File: src/rtl/mips_ctrl_pkg.sv
// Shared encodings for the multicycle MIPS main controller.
// The optional addi path is enabled by defining MIPS_MC_CTRL_ADDI_EN.
package mips_ctrl_pkg;

    typedef enum logic [3:0] {
        S_FETCH  = 4'd0,
        S_DECODE = 4'd1,
        S_MEMADR = 4'd2,
        S_MEMRD  = 4'd3,
        S_MEMWB  = 4'd4,
        S_MEMWR  = 4'd5,
        S_EXEC   = 4'd6,
        S_ALUWB  = 4'd7,
        S_BRANCH = 4'd8,
        S_JUMP   = 4'd9,
        S_ADDIEX = 4'd10,
        S_ADDIWB = 4'd11
    } state_t;

    localparam logic [5:0] OP_RTYPE = 6'h00;
    localparam logic [5:0] OP_LW    = 6'h23;
    localparam logic [5:0] OP_SW    = 6'h2B;
    localparam logic [5:0] OP_BEQ   = 6'h04;
    localparam logic [5:0] OP_J     = 6'h02;
    localparam logic [5:0] OP_ADDI  = 6'h08;

    localparam logic [1:0] ALUOP_ADD   = 2'b00;
    localparam logic [1:0] ALUOP_SUB   = 2'b01;
    localparam logic [1:0] ALUOP_FUNCT = 2'b10;

    localparam logic [1:0] SRCB_BREG   = 2'b00;
    localparam logic [1:0] SRCB_FOUR   = 2'b01;
    localparam logic [1:0] SRCB_IMM    = 2'b10;
    localparam logic [1:0] SRCB_BRANCH = 2'b11;

    localparam logic [1:0] PCSRC_ALU    = 2'b00;
    localparam logic [1:0] PCSRC_ALUOUT = 2'b01;
    localparam logic [1:0] PCSRC_JUMP   = 2'b10;

    function automatic logic op_supported(input logic [5:0] op);
        case (op)
            OP_RTYPE, OP_LW, OP_SW, OP_BEQ, OP_J: return 1'b1;
`ifdef MIPS_MC_CTRL_ADDI_EN
            OP_ADDI: return 1'b1;
`endif
            default: return 1'b0;
        endcase
    endfunction

endpackage

File: src/rtl/mips_mc_ctrl_outdec.sv
// Combinational output decoder: state (+ mem_ready, + opcode legality in DECODE) to controls.
// Reset forces every control low so an async reset stops writes in the same cycle.
module mips_mc_ctrl_outdec
    import mips_ctrl_pkg::*;
(
    input  logic       reset,
    input  state_t     state,
    input  logic       mem_ready,
    input  logic [5:0] opcode,
    output logic       pc_write,
    output logic       pc_write_cond,
    output logic       iord,
    output logic       mem_read,
    output logic       mem_write,
    output logic       ir_write,
    output logic       mem_to_reg,
    output logic       reg_dst,
    output logic       reg_write,
    output logic       alu_src_a,
    output logic [1:0] alu_src_b,
    output logic [1:0] alu_op,
    output logic [1:0] pc_source,
    output logic       instr_done,
    output logic       illegal_op
);

    always_comb begin
        pc_write      = 1'b0;
        pc_write_cond = 1'b0;
        iord          = 1'b0;
        mem_read      = 1'b0;
        mem_write     = 1'b0;
        ir_write      = 1'b0;
        mem_to_reg    = 1'b0;
        reg_dst       = 1'b0;
        reg_write     = 1'b0;
        alu_src_a     = 1'b0;
        alu_src_b     = SRCB_BREG;
        alu_op        = ALUOP_ADD;
        pc_source     = PCSRC_ALU;
        instr_done    = 1'b0;
        illegal_op    = 1'b0;
        if (!reset) begin
            case (state)
                S_FETCH: begin
                    mem_read  = 1'b1;
                    alu_src_b = SRCB_FOUR;
                    ir_write  = mem_ready;
                    pc_write  = mem_ready;
                end
                S_DECODE: begin
                    alu_src_b = SRCB_BRANCH;
                    if (!op_supported(opcode)) begin
                        illegal_op = 1'b1;
                        instr_done = 1'b1;
                    end
                end
                S_MEMADR: begin
                    alu_src_a = 1'b1;
                    alu_src_b = SRCB_IMM;
                end
                S_MEMRD: begin
                    mem_read = 1'b1;
                    iord     = 1'b1;
                end
                S_MEMWB: begin
                    reg_write  = 1'b1;
                    mem_to_reg = 1'b1;
                    instr_done = 1'b1;
                end
                S_MEMWR: begin
                    mem_write  = 1'b1;
                    iord       = 1'b1;
                    instr_done = mem_ready;
                end
                S_EXEC: begin
                    alu_src_a = 1'b1;
                    alu_op    = ALUOP_FUNCT;
                end
                S_ALUWB: begin
                    reg_write  = 1'b1;
                    reg_dst    = 1'b1;
                    instr_done = 1'b1;
                end
                S_BRANCH: begin
                    alu_src_a     = 1'b1;
                    alu_op        = ALUOP_SUB;
                    pc_write_cond = 1'b1;
                    pc_source     = PCSRC_ALUOUT;
                    instr_done    = 1'b1;
                end
                S_JUMP: begin
                    pc_write   = 1'b1;
                    pc_source  = PCSRC_JUMP;
                    instr_done = 1'b1;
                end
`ifdef MIPS_MC_CTRL_ADDI_EN
                S_ADDIEX: begin
                    alu_src_a = 1'b1;
                    alu_src_b = SRCB_IMM;
                end
                S_ADDIWB: begin
                    reg_write  = 1'b1;
                    instr_done = 1'b1;
                end
`endif
                default: ;
            endcase
        end
    end

endmodule

File: src/rtl/mips_mc_ctrl.sv
// Multicycle MIPS main control FSM: state register and next-state logic.
// Define MIPS_MC_CTRL_ADDI_EN to add the ADDIEX/ADDIWB path for opcode 0x08.
module mips_mc_ctrl
    import mips_ctrl_pkg::*;
(
    input  logic       clk,
    input  logic       reset,
    input  logic [5:0] opcode,
    input  logic       mem_ready,
    output logic       pc_write,
    output logic       pc_write_cond,
    output logic       iord,
    output logic       mem_read,
    output logic       mem_write,
    output logic       ir_write,
    output logic       mem_to_reg,
    output logic       reg_dst,
    output logic       reg_write,
    output logic       alu_src_a,
    output logic [1:0] alu_src_b,
    output logic [1:0] alu_op,
    output logic [1:0] pc_source,
    output logic       instr_done,
    output logic       illegal_op,
    output logic [3:0] state
);

    state_t cur_state, next_state;

    always_ff @(posedge clk or posedge reset) begin
        if (reset) cur_state <= S_FETCH;
        else       cur_state <= next_state;
    end

    always_comb begin
        next_state = S_FETCH;
        case (cur_state)
            S_FETCH:  next_state = mem_ready ? S_DECODE : S_FETCH;
            S_DECODE: begin
                case (opcode)
                    OP_RTYPE:     next_state = S_EXEC;
                    OP_LW, OP_SW: next_state = S_MEMADR;
                    OP_BEQ:       next_state = S_BRANCH;
                    OP_J:         next_state = S_JUMP;
`ifdef MIPS_MC_CTRL_ADDI_EN
                    OP_ADDI:      next_state = S_ADDIEX;
`endif
                    default:      next_state = S_FETCH;
                endcase
            end
            S_MEMADR: next_state = (opcode == OP_LW) ? S_MEMRD : S_MEMWR;
            S_MEMRD:  next_state = mem_ready ? S_MEMWB : S_MEMRD;
            S_MEMWR:  next_state = mem_ready ? S_FETCH : S_MEMWR;
            S_EXEC:   next_state = S_ALUWB;
`ifdef MIPS_MC_CTRL_ADDI_EN
            S_ADDIEX: next_state = S_ADDIWB;
`endif
            default:  next_state = S_FETCH;
        endcase
    end

    assign state = cur_state;

    mips_mc_ctrl_outdec u_outdec (
        .reset         (reset),
        .state         (cur_state),
        .mem_ready     (mem_ready),
        .opcode        (opcode),
        .pc_write      (pc_write),
        .pc_write_cond (pc_write_cond),
        .iord          (iord),
        .mem_read      (mem_read),
        .mem_write     (mem_write),
        .ir_write      (ir_write),
        .mem_to_reg    (mem_to_reg),
        .reg_dst       (reg_dst),
        .reg_write     (reg_write),
        .alu_src_a     (alu_src_a),
        .alu_src_b     (alu_src_b),
        .alu_op        (alu_op),
        .pc_source     (pc_source),
        .instr_done    (instr_done),
        .illegal_op    (illegal_op)
    );

endmodule

File: config.mk
export PLATFORM = sky130hd
export DESIGN_NAME = mips_mc_ctrl
export DESIGN_NICKNAME = d
export VERILOG_FILES = /design/src/rtl/mips_ctrl_pkg.sv /design/src/rtl/mips_mc_ctrl_outdec.sv /design/src/rtl/mips_mc_ctrl.sv
export SDC_FILE = /design/constraint.sdc
export NUM_CORES = 1
export LEC_CHECK = 0
export ABC_AREA = 1
export ABC_CLOCK_PERIOD_IN_PS = 1100
export BUFFER_PORTS_ARGS = -buffer_cell sky130_fd_sc_hd__buf_2
export CORE_MARGIN = 2
export CORE_UTILIZATION = 36
export CTS_BUF_LIST = sky130_fd_sc_hd__clkbuf_16
export CTS_CLUSTER_SIZE = 16
export DETAILED_ROUTE_END_ITERATION = 16
export GPL_TIMING_DRIVEN = 1
export PLACE_DENSITY = 0.74
export SETUP_SLACK_MARGIN = 0.02
export SYNTH_ARGS = -nofsm -noshare
export SYNTH_HDL_FRONTEND = slang
export SYNTH_SLANG_ARGS = --single-unit
File: constraint.sdc
create_clock -name clk -period 1.1 [get_ports clk]
set_input_delay 0.11 -clock clk [delete_from_list [all_inputs] [get_ports clk]]
set_output_delay 0.11 -clock clk [all_outputs]
set_load 0.1 [all_outputs]
==> key figures, run 1 <==
Run status
  – Status: aborted with a tool error
  – Failing step: 3_5_place_dp
  – Error: [ERROR DPL-0038] Utilization greater than 100%, impossible to legalize

Logic synthesis
  – Main combinational cell family by area after synthesis: simple AND/OR/NAND/NOR gates
  – Synthesized Nets: 98
  – Syn Area/Cell: 5.47 sq um
  – Netlist cell types: 18
  – Synth warn: 0
  – Post-synthesis compound-gate area fraction: 0.139
  – Post-synthesis mux area share: 0
  – Syn Inst Count: 89
  – Synth Area in Adders: 0
  – Flop and latch count out of synthesis: 4
  – Post-Synth XOR/XNOR Area: 0
  – Simple logic cell fraction of the synthesized area: 0.537
  – Sequential area share after synthesis: 0.206
  – Post-Synthesis Cell Area: 487 sq um

Floorplan
  – Initial core utilization: 0.379
  – Num ports: 31
  – Chip height: 40.8 microns
  – Num rows: 13
  – Die X: 40.8 microns

Placement
  – Port Buf Inserts: 30
  – Gp weighted congestion: 0.941
[through the flow]
| step | setup WS (ns) | setup TNS [ns] | area [sq um] | hold slack, ns | cells |
|---|---|---|---|---|---|
| 2_1_floorplan | -0.768 | -12.28 | 736 | 0.307 | 89 |
| 3_3_place_gp | -0.332 | -5.08 | 1390 | 0.282 | 154 |
[synthesized netlist by cell type]
| library cell | n | area (sq um) |
|---|---|---|
| o21ai_0 | 1 | 5.00 |
| nand3_1 | 8 | 40.0 |
| inv_1 | 9 | 33.8 |
| inv_2 | 2 | 7.51 |
| dfrtp_1 | 4 | 100 |
| nand2_1 | 15 | 56.3 |
| a21oi_1 | 8 | 40.0 |
| clkbuf_1 | 1 | 3.75 |
| nand2_2 | 1 | 6.26 |
| nor2_1 | 28 | 105 |
| o21ai_2 | 1 | 8.76 |
| buf_4 | 1 | 7.51 |
| o211ai_1 | 1 | 7.51 |
| a31oi_1 | 1 | 6.26 |
| buf_2 | 1 | 5.00 |
| nand4_1 | 2 | 12.5 |
| nor2_4 | 2 | 22.5 |
| nor2_2 | 3 | 18.8 |
[logic make-up after synthesis]
| group | Yosys count |
|---|---|
| buffers and inverters | 14 |
| AOI/OAI and AO/OA | 12 |
| and+or+nand+nor | 59 |
| DFF | 4 |
==> run 2, diff against run 1 <==
==> config.mk (replaced) <==
export PLATFORM = sky130hd
export DESIGN_NAME = mips_mc_ctrl
export DESIGN_NICKNAME = d
export VERILOG_FILES = /design/src/rtl/mips_ctrl_pkg.sv /design/src/rtl/mips_mc_ctrl_outdec.sv /design/src/rtl/mips_mc_ctrl.sv
export SDC_FILE = /design/constraint.sdc
export NUM_CORES = 1
export LEC_CHECK = 0
export ABC_AREA = 1
export ABC_CLOCK_PERIOD_IN_PS = 1400
export BUFFER_PORTS_ARGS = -buffer_cell sky130_fd_sc_hd__buf_2
export CORE_AREA = 2 2 63 65
export DETAILED_ROUTE_END_ITERATION = 16
export DIE_AREA = 0 0 65 67
export GPL_TIMING_DRIVEN = 1
export PLACE_DENSITY_LB_ADDON = 0.15
export SYNTH_ARGS = -nofsm -noshare
export SYNTH_HDL_FRONTEND = slang
export SYNTH_SLANG_ARGS = --single-unit
==> constraint.sdc (replaced) <==
create_clock -name clk -period 1.4 [get_ports clk]
set_input_delay 0.14 -clock clk [delete_from_list [all_inputs] [get_ports clk]]
set_output_delay 0.14 -clock clk [all_outputs]
set_load 0.1 [all_outputs]
==> key figures, run 2 <==
Run status
  – Status: finished with violations (was aborted with a tool error)
  – Failing checks: negative setup slack

Routing
  – TritonRoute pass-1 iters: 4
  – Post-DRT Antenna Nets: 0
  – Post-route DRC: 0
  – Initial DRC Count: 5
  – Final WL: 2.04 mm
  – Vias post-DR: 730
  – Via/cell ratio: 3.95
  – WL/cell: 11.0 microns

Placement
  – Gp weighted congestion: 0.893 (was 0.941)
  – Pre-CTS WS: -0.127 ns
  – Port Buf Inserts: 30 (unchanged)
  – Placed cell count: 177
  – Hpwl dp: 1.69 mm

Floorplan
  – Chip height: 67 microns (was 40.8 microns)
  – Core area: 3610 sq um
  – Num rows: 22 (was 13)
  – Die X: 65 microns (was 40.8 microns)
  – Num ports: 31 (unchanged)
  – Initial core utilization: 0.135 (was 0.379)
  – Die area: 4360 sq um

CTS
  – Clock Tree Root: clkbuf_8
  – Clock Sinks: 4
  – Clock-pin transition on the worst setup and hold timing paths: 0.03 ns
  – Clk Latency, worst-skew pair: 0.21 ns
  – CTS max path bufs: 2
  – CTS buffer count: 3
  – CTS Hold Bufs: 0
  – H-tree lvl count: 1
  – CTS tree: built

Cells and area
  – Max reg flops: 4
  – Synth-to-layout area growth: 193%
  – Cell Count, Final, Fillers Out: 185
  – Final Util: 0.396
  – Commonest non-fill, non-tap cell in the layout: buf_12
  – # fillers: 365
  – # diodes: 0
  – Layout cells sized above 1: 0.723
  – Total Nets Final: 148
  – Most frequent cells in the layout: buf_12 (18), nor2_4 (16), nor2_1 (15), buf_4 (14), buf_2 (12)

Critical path
  – Reg2reg end: state[2]
  – CP Launch Type: flip-flop
  – Critical path class: flip-flop to output pin
  – CP Data Required Time: 1.26 ns
  – Crit path max fanout: 5
  – Critical Path, Cell by Cell: nor2_4, nand2_4, nor2_4, nand2_4, a21oi_4, buf_12
  – CP Capture Type: output pin
  – FF-to-FF setup slack: 0.01 ns
  – RR Startpoint: state[3]
  – FF-to-FF path depth: 7
  – Slowest CP cell: dfrtp_4
  – Worst stage delay on the critical path: 0.50 ns
  – Worst Path Arrival: 1.58 ns

STA
  – Slew HR: 0.450
  – RSZ-0062 raised after global routing: true
  – Fin. Hold Viols: 0
  – Setup total negative slack: -4.40 ns
  – Fin crit period: 1.72 ns
  – Worst slew pin tran: 0.826 ns
  – Fin crit share: 1.23
  – F_max: 0.581 GHz
  – Fin worst setup slack: -0.322 ns
  – Skew final: 0.00119 ns
  – Fin. max-slew vios: 0
  – Final setup fails: 18

Logic synthesis
  – Post-Synth XOR/XNOR Area: 0 (unchanged)
  – Most used flip-flop cell after synthesis: dfrtp_1 (unchanged)
  – Yosys top cell area share: 0.216 (unchanged)
  – Synth area leaders: nor2_1 (22%), dfrtp_1 (21%), nand2_1 (12%) (unchanged)
  – Main combinational cell family by area after synthesis: simple AND/OR/NAND/NOR gates (unchanged)
  – Post-synthesis compound-gate area fraction: 0.139 (unchanged)
  – Synth top cells by count: nor2_1 (28), nand2_1 (15), inv_1 (9), a21oi_1 (8), nand3_1 (8) (unchanged)
  – Flop and latch count out of synthesis: 4 (unchanged)
  – Netlist cell types: 18 (unchanged)
  – Sequential area share after synthesis: 0.206 (unchanged)
  – Cell taking the most area after synthesis: nor2_1 (unchanged)
  – Synthesized Nets: 98 (unchanged)
  – Syn Area/Cell: 5.47 sq um (unchanged)
  – Async set-reset flop share out of synthesis: 1.00 (unchanged)
  – Post-synthesis mux area share: 0 (unchanged)
  – Post-synth EDFFs: 0 (unchanged)
  – Simple logic cell fraction of the synthesized area: 0.537 (unchanged)
  – Syn Inst Count: 89 (unchanged)
  – Synth Area in Adders: 0 (unchanged)
  – Post-Synthesis Cell Area: 487 sq um (unchanged)
  – Most frequent cell after synthesis: nor2_1 (unchanged)
  – Synth warn: 0 (unchanged)

Global route
  – GRT overflow: 0
  – Global-route wire length before repair: 3.49 mm
  – Vias in the first global route: 717
  – Largest net degree at the start of global routing: 19
  – All-layer global routing usage: 0.104
  – Initial antenna violation count: 0

Pwr
  – Pwr/cell area: 692 nW/um^2
  – Leakage power: 0.612 nW
  – Worst vdd ir: 402 uV

Run
  – Max-cap violations: 0

Min path
  – HP Class: input port to async pin
[run 2: stage by stage]
step,power [mW],area (sq um),hold WS [ns]
final,0.987,1430,0.186
after global routing,1.04,1430,0.222
after CTS,0.985,1380,0.198
after detailed placement,0.709,1280,0.427
after global placement,0.708,1280,0.418
after floorplan,0.528,737,0.337
[run 2: how the worst max path moves through the flow]
| stage | from | endpoint | depth (start not counted) |
|---|---|---|---|
| 6_report | state[3] | instr_done | 6 |
| 3_5_place_dp | state[3] | iord | 4 |
| 5_1_grt | state[3] | instr_done | 6 |
| 3_3_place_gp | state[3] | iord | 4 |
| 2_1_floorplan | state[3] | instr_done | 5 |
| 4_1_cts | state[2] | instr_done | 6 |
[run 2: power by group]
part / switching, mW / internal [mW]
registers: 0.0168 / 0.127
clock network: 0.0552 / 0.183
logic: 0.398 / 0.208
total: 0.470 / 0.517
[run 2: cell families (layout without fill, tap and decap cells)]
group	after synthesis	count (layout)
simple gates	59	59
compound gates	12	12
buf+inv	14	62
flops	4	4
[run 2: repair_timing]
action                     in CTS  in global routing
gates resized for setup         8                  7
pin swaps                      10                 13
setup endpoints to repair      18                 19
setup buffers                   3                  2
cloned                          0                  0
[run 2: cell type report]
class	count	area, sq um	area share
inverter	11	43.8	0.0307
clock buffer	3	41.3	0.0289
timing repair buffer	48	571	0.400
tap	48	60.1	0.0421
sequential	4	115	0.0807
multi-input combinational	71	596	0.418
[run 2: layer usage]
layer  vias up  track usage  routed length [microns]
met3         0       0.0304                       90
met1       336        0.135                      903
met2        14        0.168                     1050
li1        380            -                        -
met4         0       0.0239                        0
met5         -            0                        0
[run 2: worst max-delay path, delay by kind of cell (launching register included)]
family	cells	cell delay, ns
buffers and inverters	1	0.19
AO/OA/AOI/OAI	1	0.15
AND/OR/NAND/NOR	4	0.51
flip-flops	1	0.50
(Power assumes the default switching activity.)
==> run 3, diff against run 2 <==
--- a/config.mk
+++ b/config.mk
@@ -8,6 +8,8 @@
 export ABC_AREA = 1
 export ABC_CLOCK_PERIOD_IN_PS = 1400
 export BUFFER_PORTS_ARGS = -buffer_cell sky130_fd_sc_hd__buf_2
+export CELL_PAD_IN_SITES_DETAIL_PLACEMENT = 1
+export CELL_PAD_IN_SITES_GLOBAL_PLACEMENT = 1
 export CORE_AREA = 2 2 63 65
 export DETAILED_ROUTE_END_ITERATION = 16
 export DIE_AREA = 0 0 65 67
==> key figures, run 3 (synthesized netlist as in run 2, its figures left out) <==
Run status
  – Status: finished with violations (unchanged)
  – Failing checks: negative setup slack (unchanged)

Floorplan
  – Num ports: 31 (unchanged)
  – Initial core utilization: 0.135 (unchanged)
  – Chip height: 67 microns (unchanged)
  – Die area: 4360 sq um (unchanged)
  – Die X: 65 microns (unchanged)
  – Num rows: 22 (unchanged)
  – Core area: 3610 sq um (unchanged)

STA
  – Skew final: 0.000573 ns (was 0.00119 ns)
  – RSZ-0062 raised after global routing: true (unchanged)
  – Fin. max-slew vios: 0 (unchanged)
  – Fin. Hold Viols: 0 (unchanged)
  – F_max: 0.588 GHz (was 0.581 GHz)
  – Fin crit period: 1.70 ns (was 1.72 ns)
  – Fin worst setup slack: -0.300 ns (was -0.322 ns)
  – Slew HR: 0.441 (was 0.450)
  – Final setup fails: 20 (was 18)
  – Fin crit share: 1.21 (was 1.23)
  – Worst slew pin tran: 0.839 ns (was 0.826 ns)

Run
  – Max-cap violations: 0 (unchanged)

Routing
  – Final WL: 2.16 mm (was 2.04 mm)
  – Post-DRT Antenna Nets: 0 (unchanged)
  – Via/cell ratio: 4.06 (was 3.95)
  – WL/cell: 11.3 microns (was 11.0 microns)
  – Vias post-DR: 772 (was 730)
  – TritonRoute pass-1 iters: 4 (unchanged)
  – Initial DRC Count: 3 (was 5)
  – Post-route DRC: 0 (unchanged)

Global route
  – GRT overflow: 0 (unchanged)
  – Global-route wire length before repair: 3.70 mm (was 3.49 mm)
  – Initial antenna violation count: 0 (unchanged)
  – Largest net degree at the start of global routing: 19 (unchanged)
  – Vias in the first global route: 866 (was 717)
  – All-layer global routing usage: 0.110 (was 0.104)

Placement
  – Hpwl dp: 1.78 mm (was 1.69 mm)
  – Pre-CTS WS: -0.104 ns (was -0.127 ns)
  – Port Buf Inserts: 30 (unchanged)
  – Gp weighted congestion: 0.806 (was 0.893)
  – Placed cell count: 179 (was 177)
  – Placed Area: 1330 sq um (was 1280 sq um)

Critical path
  – Worst stage delay on the critical path: 0.50 ns (about the same)
  – CP Data Required Time: 1.26 ns (about the same)
  – Worst Path Arrival: 1.56 ns (was 1.58 ns)
  – Critical Path, Cell by Cell: nor2_4, nand3_2, nand3_2, nor2_1, a21oi_4, buf_12 (was nor2_4, nand2_4, nor2_4, nand2_4, a21oi_4, buf_12)
  – CP delay by family, top: flip-flops (was simple AND/OR/NAND/NOR gates)
  – CP Launch Type: flip-flop (unchanged)
  – Slowest CP cell: dfrtp_4 (unchanged)
  – Critical path class: flip-flop to output pin (unchanged)
  – Crit path max fanout: 4 (was 5)
  – Critical path buffer and inverter count: 1 (unchanged)
  – CP Capture Type: output pin (unchanged)
  – Top cell by count, worst path: nand3_2

Min path
  – HP Class: input port to async pin (unchanged)

CTS
  – Clock Sinks: 4 (unchanged)
  – Clk Latency, worst-skew pair: 0.21 ns (about the same)
  – H-tree lvl count: 1 (unchanged)
  – Clock-pin transition on the worst setup and hold timing paths: 0.03 ns (about the same)
  – CTS tree: built (unchanged)
  – CTS buffer count: 3 (unchanged)
  – Clock Tree Root: clkbuf_8 (unchanged)
  – CTS max path bufs: 2 (unchanged)
  – CTS Hold Bufs: 0 (unchanged)

Cells and area
  – Final Util: 0.426 (was 0.396)
  – Most frequent cells in the layout: buf_12 (21), nor2_4 (17), buf_4 (14), nor2_1 (11), buf_2 (10) (was buf_12 (18), nor2_4 (16), nor2_1 (15), buf_4 (14), buf_2 (12))
  – Cell Count, Final, Fillers Out: 190 (was 185)
  – Max reg flops: 4 (unchanged)
  – Total Nets Final: 153 (was 148)
  – Synth-to-layout area growth: 216% (was 193%)
  – Design Area, Final: 1540 sq um (was 1430 sq um)
  – Layout cells sized above 1: 0.761 (was 0.723)
  – # diodes: 0 (unchanged)
  – Commonest non-fill, non-tap cell in the layout: buf_12 (unchanged)
  – # fillers: 422 (was 365)

Pwr
  – Worst vdd ir: 368 uV (was 402 uV)
  – Combinational Power Share: 0.636 (was 0.613)
  – Internal cell power: 559 uW (was 517 uW)
  – Design Power: 1.04 mW (was 987 uW)
  – Switching Share: 0.463 (was 0.476)
  – Flop pwr share: 0.139 (was 0.145)
  – Leakage power: 0.624 nW (was 0.612 nW)
  – Clk pwr share: 0.226 (was 0.241)
  – NetSw: 482 uW (was 470 uW)
  – Pwr/cell area: 678 nW/um^2 (was 692 nW/um^2)
## run 3: cell count changes in the layout (fill, tap and decap cells not counted), moves of 2 or more
| cell | change |
|---|---|
| buf_2 | -2 |
| buf_6 | +4 |
| buf_12 | +3 |
| nand2_2 | +2 |
| nor2_1 | -4 |
| nor2_2 | +3 |
| nand2_4 | -2 |
## run 3: repair_timing
item,4_1_cts,5_1_grt
setup buffers,6,4
endpoints found under the setup margin,20,21
pin swaps,13,12
gates resized for setup,14,10
## run 3: through the flow
step	hold slack (ns)	TNS, ns
2_1_floorplan	0.337	-6.59
3_3_place_gp	0.416	-0.661
3_5_place_dp	0.428	-0.814
4_1_cts	0.200	-4.48
5_1_grt	0.215	-5.55
6_report	0.192	-4.34
## run 3: final cells by class
type | instances | area, sq um | share of cell area
Clock buffer | 3 | 41.3 | 0.0269
Tap cell | 48 | 60.1 | 0.0391
Multi-Input combinational cell | 71 | 608 | 0.396
Sequential cell | 4 | 115 | 0.0749
Inverter | 11 | 46.3 | 0.0301
Timing Repair Buffer | 53 | 666 | 0.433
## run 3: power by group through the flow
stage	combinational [mW]	clock, mW	sequential [mW]
floorplan	0.339	0	0.189
global placement	0.589	0	0.146
detailed placement	0.594	0	0.145
CTS	0.641	0.242	0.143
global route	0.694	0.255	0.146
finish	0.662	0.235	0.144
## run 3: worst register-to-register path, stage by stage (launching register included)
cell and delay, ns:
dfrtp_4 0.50, nor2_4 0.23, buf_4 0.15, buf_4 0.09, buf_4 0.09, nand4_1 0.10, nand2_1 0.09, nor2_1 0.05
o21ai_0 0.07
## run 3: per-layer routing
layer	vias up	global-route usage	part of all wire
li1	388	-	-
met1	366	0.119	0.37
met2	16	0.220	0.59
met3	2	0.00845	0.032
met4	0	0.0399	0.0070
met5	-	0	0
## run 3: final timing paths
path	startpoint	to	slack (ns)	cells past startpoint
max in group asynchronous	reset	state[2]	1.02	2
worst min-delay path	reset	state[3]	0.19	2
worst max register to register	state[3]	state[1]	-0.06	8
worst max-delay path	state[3]	instr_done	-0.30	6
worst min register to register	state[0]	state[2]	0.89	4
min in group clk	opcode[3]	state[3]	0.27	4
==> run 4, diff against run 3 <==
--- a/config.mk
+++ b/config.mk
@@ -15,6 +15,8 @@
 export DIE_AREA = 0 0 65 67
 export GPL_TIMING_DRIVEN = 1
 export PLACE_DENSITY_LB_ADDON = 0.15
+export SLEW_MARGIN = 25
 export SYNTH_ARGS = -nofsm -noshare
 export SYNTH_HDL_FRONTEND = slang
+export SYNTH_HIERARCHICAL = 1
 export SYNTH_SLANG_ARGS = --single-unit
==> key figures, run 4 <==
Cells and area
  – Max reg flops: 4 (unchanged)
  – Final Util: 0.445 (was 0.426)
  – Layout cells sized above 1: 0.623 (was 0.761)
  – Most frequent cells in the layout: buf_12 (23), nand2_1 (18), nor2_4 (12), nand3_1 (11), inv_1 (11) (was buf_12 (21), nor2_4 (17), buf_4 (14), nor2_1 (11), buf_2 (10))
  – Total Nets Final: 170 (was 153)
  – # fillers: 419 (was 422)
  – # diodes: 0 (unchanged)
  – Synth-to-layout area growth: 172% (was 216%)
  – Commonest non-fill, non-tap cell in the layout: buf_12 (unchanged)

Critical path
  – Crit path max fanout: 5 (was 4)
  – Worst Path Arrival: 1.51 ns (was 1.56 ns)
  – Crit path to: illegal_op (was instr_done)
  – Critical path class: flip-flop to output pin (unchanged)
  – CP Launch Type: flip-flop (unchanged)
  – CP Data Required Time: 1.26 ns (about the same)
  – FF-to-FF path depth: 8 (unchanged)
  – Critical path launch point: state[2] (was state[3])
  – CP Capture Type: output pin (unchanged)
  – FF-to-FF setup slack: 0.07 ns (was -0.06 ns)
  – Reg2reg end: state[1] (unchanged)
  – RR Startpoint: state[1] (was state[3])

STA
  – Final setup fails: 18 (was 20)
  – RSZ-0062 raised after global routing: true (unchanged)
  – Fin worst setup slack: -0.250 ns (was -0.300 ns)
  – Fin crit share: 1.18 (was 1.21)
  – F_max: 0.606 GHz (was 0.588 GHz)
  – Worst slew pin tran: 0.256 ns (was 0.839 ns)
  – Fin crit period: 1.65 ns (was 1.70 ns)
  – Slew HR: 0.828 (was 0.441)
  – Fin. max-slew vios: 0 (unchanged)
  – Fin. Hold Viols: 0 (unchanged)
  – Skew final: 0.00171 ns (was 0.000573 ns)

Floorplan
  – Num rows: 22 (unchanged)
  – Die area: 4360 sq um (unchanged)
  – Die X: 65 microns (unchanged)
  – Core area: 3610 sq um (unchanged)
  – Num ports: 31 (unchanged)
  – Initial core utilization: 0.164 (was 0.135)
  – Chip height: 67 microns (unchanged)

Min path
  – Hold Path Cell Cnt: 3
  – HP Class: input port to flip-flop (was input port to async pin)

CTS
  – Clock-pin transition on the worst setup and hold timing paths: 0.03 ns (about the same)
  – CTS max path bufs: 2 (unchanged)
  – Clock Tree Root: clkbuf_8 (unchanged)
  – H-tree lvl count: 1 (unchanged)
  – CTS buffer count: 3 (unchanged)
  – Clock Sinks: 4 (unchanged)
  – CTS tree: built (unchanged)
  – Clk Latency, worst-skew pair: 0.22 ns (was 0.21 ns)

Routing
  – WL met2: 1.44 mm (was 1.26 mm)
  – WL/cell: 11.6 microns (was 11.3 microns)
  – Via/cell ratio: 4.30 (was 4.06)
  – Top sig layer: met4 (unchanged)
  – WL met3: 98 microns (was 69 microns)
  – Post-route DRC: 0 (unchanged)
  – Initial DRC Count: 10 (was 3)
  – Wl on met1: 842 microns (was 804 microns)
  – Vias post-DR: 890 (was 772)
  – TritonRoute pass-1 iters: 4 (unchanged)
  – Final WL: 2.41 mm (was 2.16 mm)
  – Post-DRT Antenna Nets: 0 (unchanged)

Logic synthesis
  – Sequential area share after synthesis: 0.169 (was 0.206)
  – Yosys top cell area share: 0.169 (was 0.216)
  – Most used flip-flop cell after synthesis: dfrtp_1 (unchanged)
  – Async set-reset flop share out of synthesis: 1.00 (unchanged)
  – Syn Inst Count: 108 (was 89)
  – Post-synth EDFFs: 0 (unchanged)
  – Post-Synthesis Cell Area: 591 sq um (was 487 sq um)
  – Cell taking the most area after synthesis: dfrtp_1 (was nor2_1)
  – Netlist cell types: 23 (was 18)
  – Synth warn: 6 (was 0)
  – Synth top cells by count: nand2_1 (23), nor2_1 (18), inv_1 (14), nand3_1 (13), inv_2 (7) (was nor2_1 (28), nand2_1 (15), inv_1 (9), a21oi_1 (8), nand3_1 (8))
  – Flop and latch count out of synthesis: 4 (unchanged)
  – Syn Area/Cell: 5.47 sq um (about the same)
  – Synth area leaders: dfrtp_1 (17%), nand2_1 (15%), nor2_1 (11%) (was nor2_1 (22%), dfrtp_1 (21%), nand2_1 (12%))
  – Most frequent cell after synthesis: nand2_1 (was nor2_1)
  – Synthesized Nets: 117 (was 98)

Placement
  – Pre-CTS WS: -0.0589 ns (was -0.104 ns)
  – Hpwl dp: 1.96 mm (was 1.78 mm)
  – Gp weighted congestion: 0.775 (was 0.806)
  – Port Buf Inserts: 30 (unchanged)

Run status
  – Status: finished with violations (unchanged)
  – Failing checks: negative setup slack (unchanged)

Pwr
  – Worst vdd ir: 266 uV (was 368 uV)
  – Design Power: 954 uW (was 1.04 mW)
  – Pwr/cell area: 595 nW/um^2 (was 678 nW/um^2)
  – Leakage power: 0.712 nW (was 0.624 nW)

Global route
  – Vias in the first global route: 864 (was 866)
  – All-layer global routing usage: 0.114 (was 0.110)
  – Initial antenna violation count: 0 (unchanged)
  – GRT overflow: 0 (unchanged)
  – Largest net degree at the start of global routing: 11 (was 19)
  – Global-route wire length before repair: 3.84 mm (was 3.70 mm)

Run
  – Max-cap violations: 0 (unchanged)
-- run 4: changes by cell type in the layout (fill, tap and decap cells not counted), sizes merged, moves of 2 or more --
cell,change
buf,-3
nand2,+10
nand3,+6
nor2,-10
a21oi,-5
inv,+9
nor3,+2
nor4,+2
-- run 4: power by group --
group | switching (mW) | total, mW | leakage (nW) | internal (mW)
Sequential | 0.0139 | 0.139 | 0.0468 | 0.126
Combinational | 0.360 | 0.572 | 0.644 | 0.213
Clock | 0.0589 | 0.242 | 0.0216 | 0.183
-- run 4: worst max-delay path, cell delays in order, from the launching register on --
cell	delay, ns
dfrtp_4	0.51
nor2_4	0.19
nand2_4	0.11
inv_2	0.07
nand3_2	0.13
clkinvlp_4	0.11
buf_12	0.17
-- run 4: worst min-delay path by stage --
stage                          from       end  slack [ns]
after floorplan               reset  state[0]       -0.09
after global placement        reset  state[1]         0.1
after detailed placement      reset  state[0]        0.10
after CTS                 opcode[3]  state[3]        0.24
after global routing      opcode[2]  state[3]        0.26
final                     opcode[2]  state[3]        0.24
-- run 4: logic make-up (layout without fill, tap and decap cells) --
logic type,after synthesis,after routing,share of synthesized area
simple gates,70,70,0.564
compound gates,10,10,0.0996
buf+inv,24,75,0.167
flops,4,4,0.169
-- run 4: area by class of cell --
class | count | area (sq um) | share of cell area
flip-flops and latches | 4 | 115 | 0.0718
multi-input cells | 80 | 613 | 0.382
repair buffers | 51 | 687 | 0.428
inverters | 21 | 87.6 | 0.0546
well taps | 48 | 60.1 | 0.0374
clock buffers | 3 | 41.3 | 0.0257
-- run 4: repair_timing --
item / 4_1_cts / 5_1_grt
hold buffers: 1 / 0
buffers inserted: 2 / 6
hold endpoints to repair: 4 / 0
pin swaps: 7 / 7
gates resized for setup: 9 / 12
endpoints found under the setup margin: 18 / 19
gates cloned: 0 / 0
-- run 4: per-stage QoR --
step / instance area [sq um] / TNS (ns) / hold WS [ns] / std cells
2_1_floorplan: 807 / -7.48 / -0.0938 / 108
3_3_place_gp: 1410 / 0 / 0.0954 / 195
3_5_place_dp: 1410 / -0.118 / 0.101 / 195
4_1_cts: 1510 / -3.17 / 0.240 / 201
5_1_grt: 1600 / -4.58 / 0.261 / 207
6_report: 1600 / -3.42 / 0.245 / 207
-- run 4: metal layers --
layer  up-vias  GRT usage
li1        444          -
met2        21      0.236
met3         4     0.0186
met1       421      0.113
met4         0     0.0399
met5         -          0
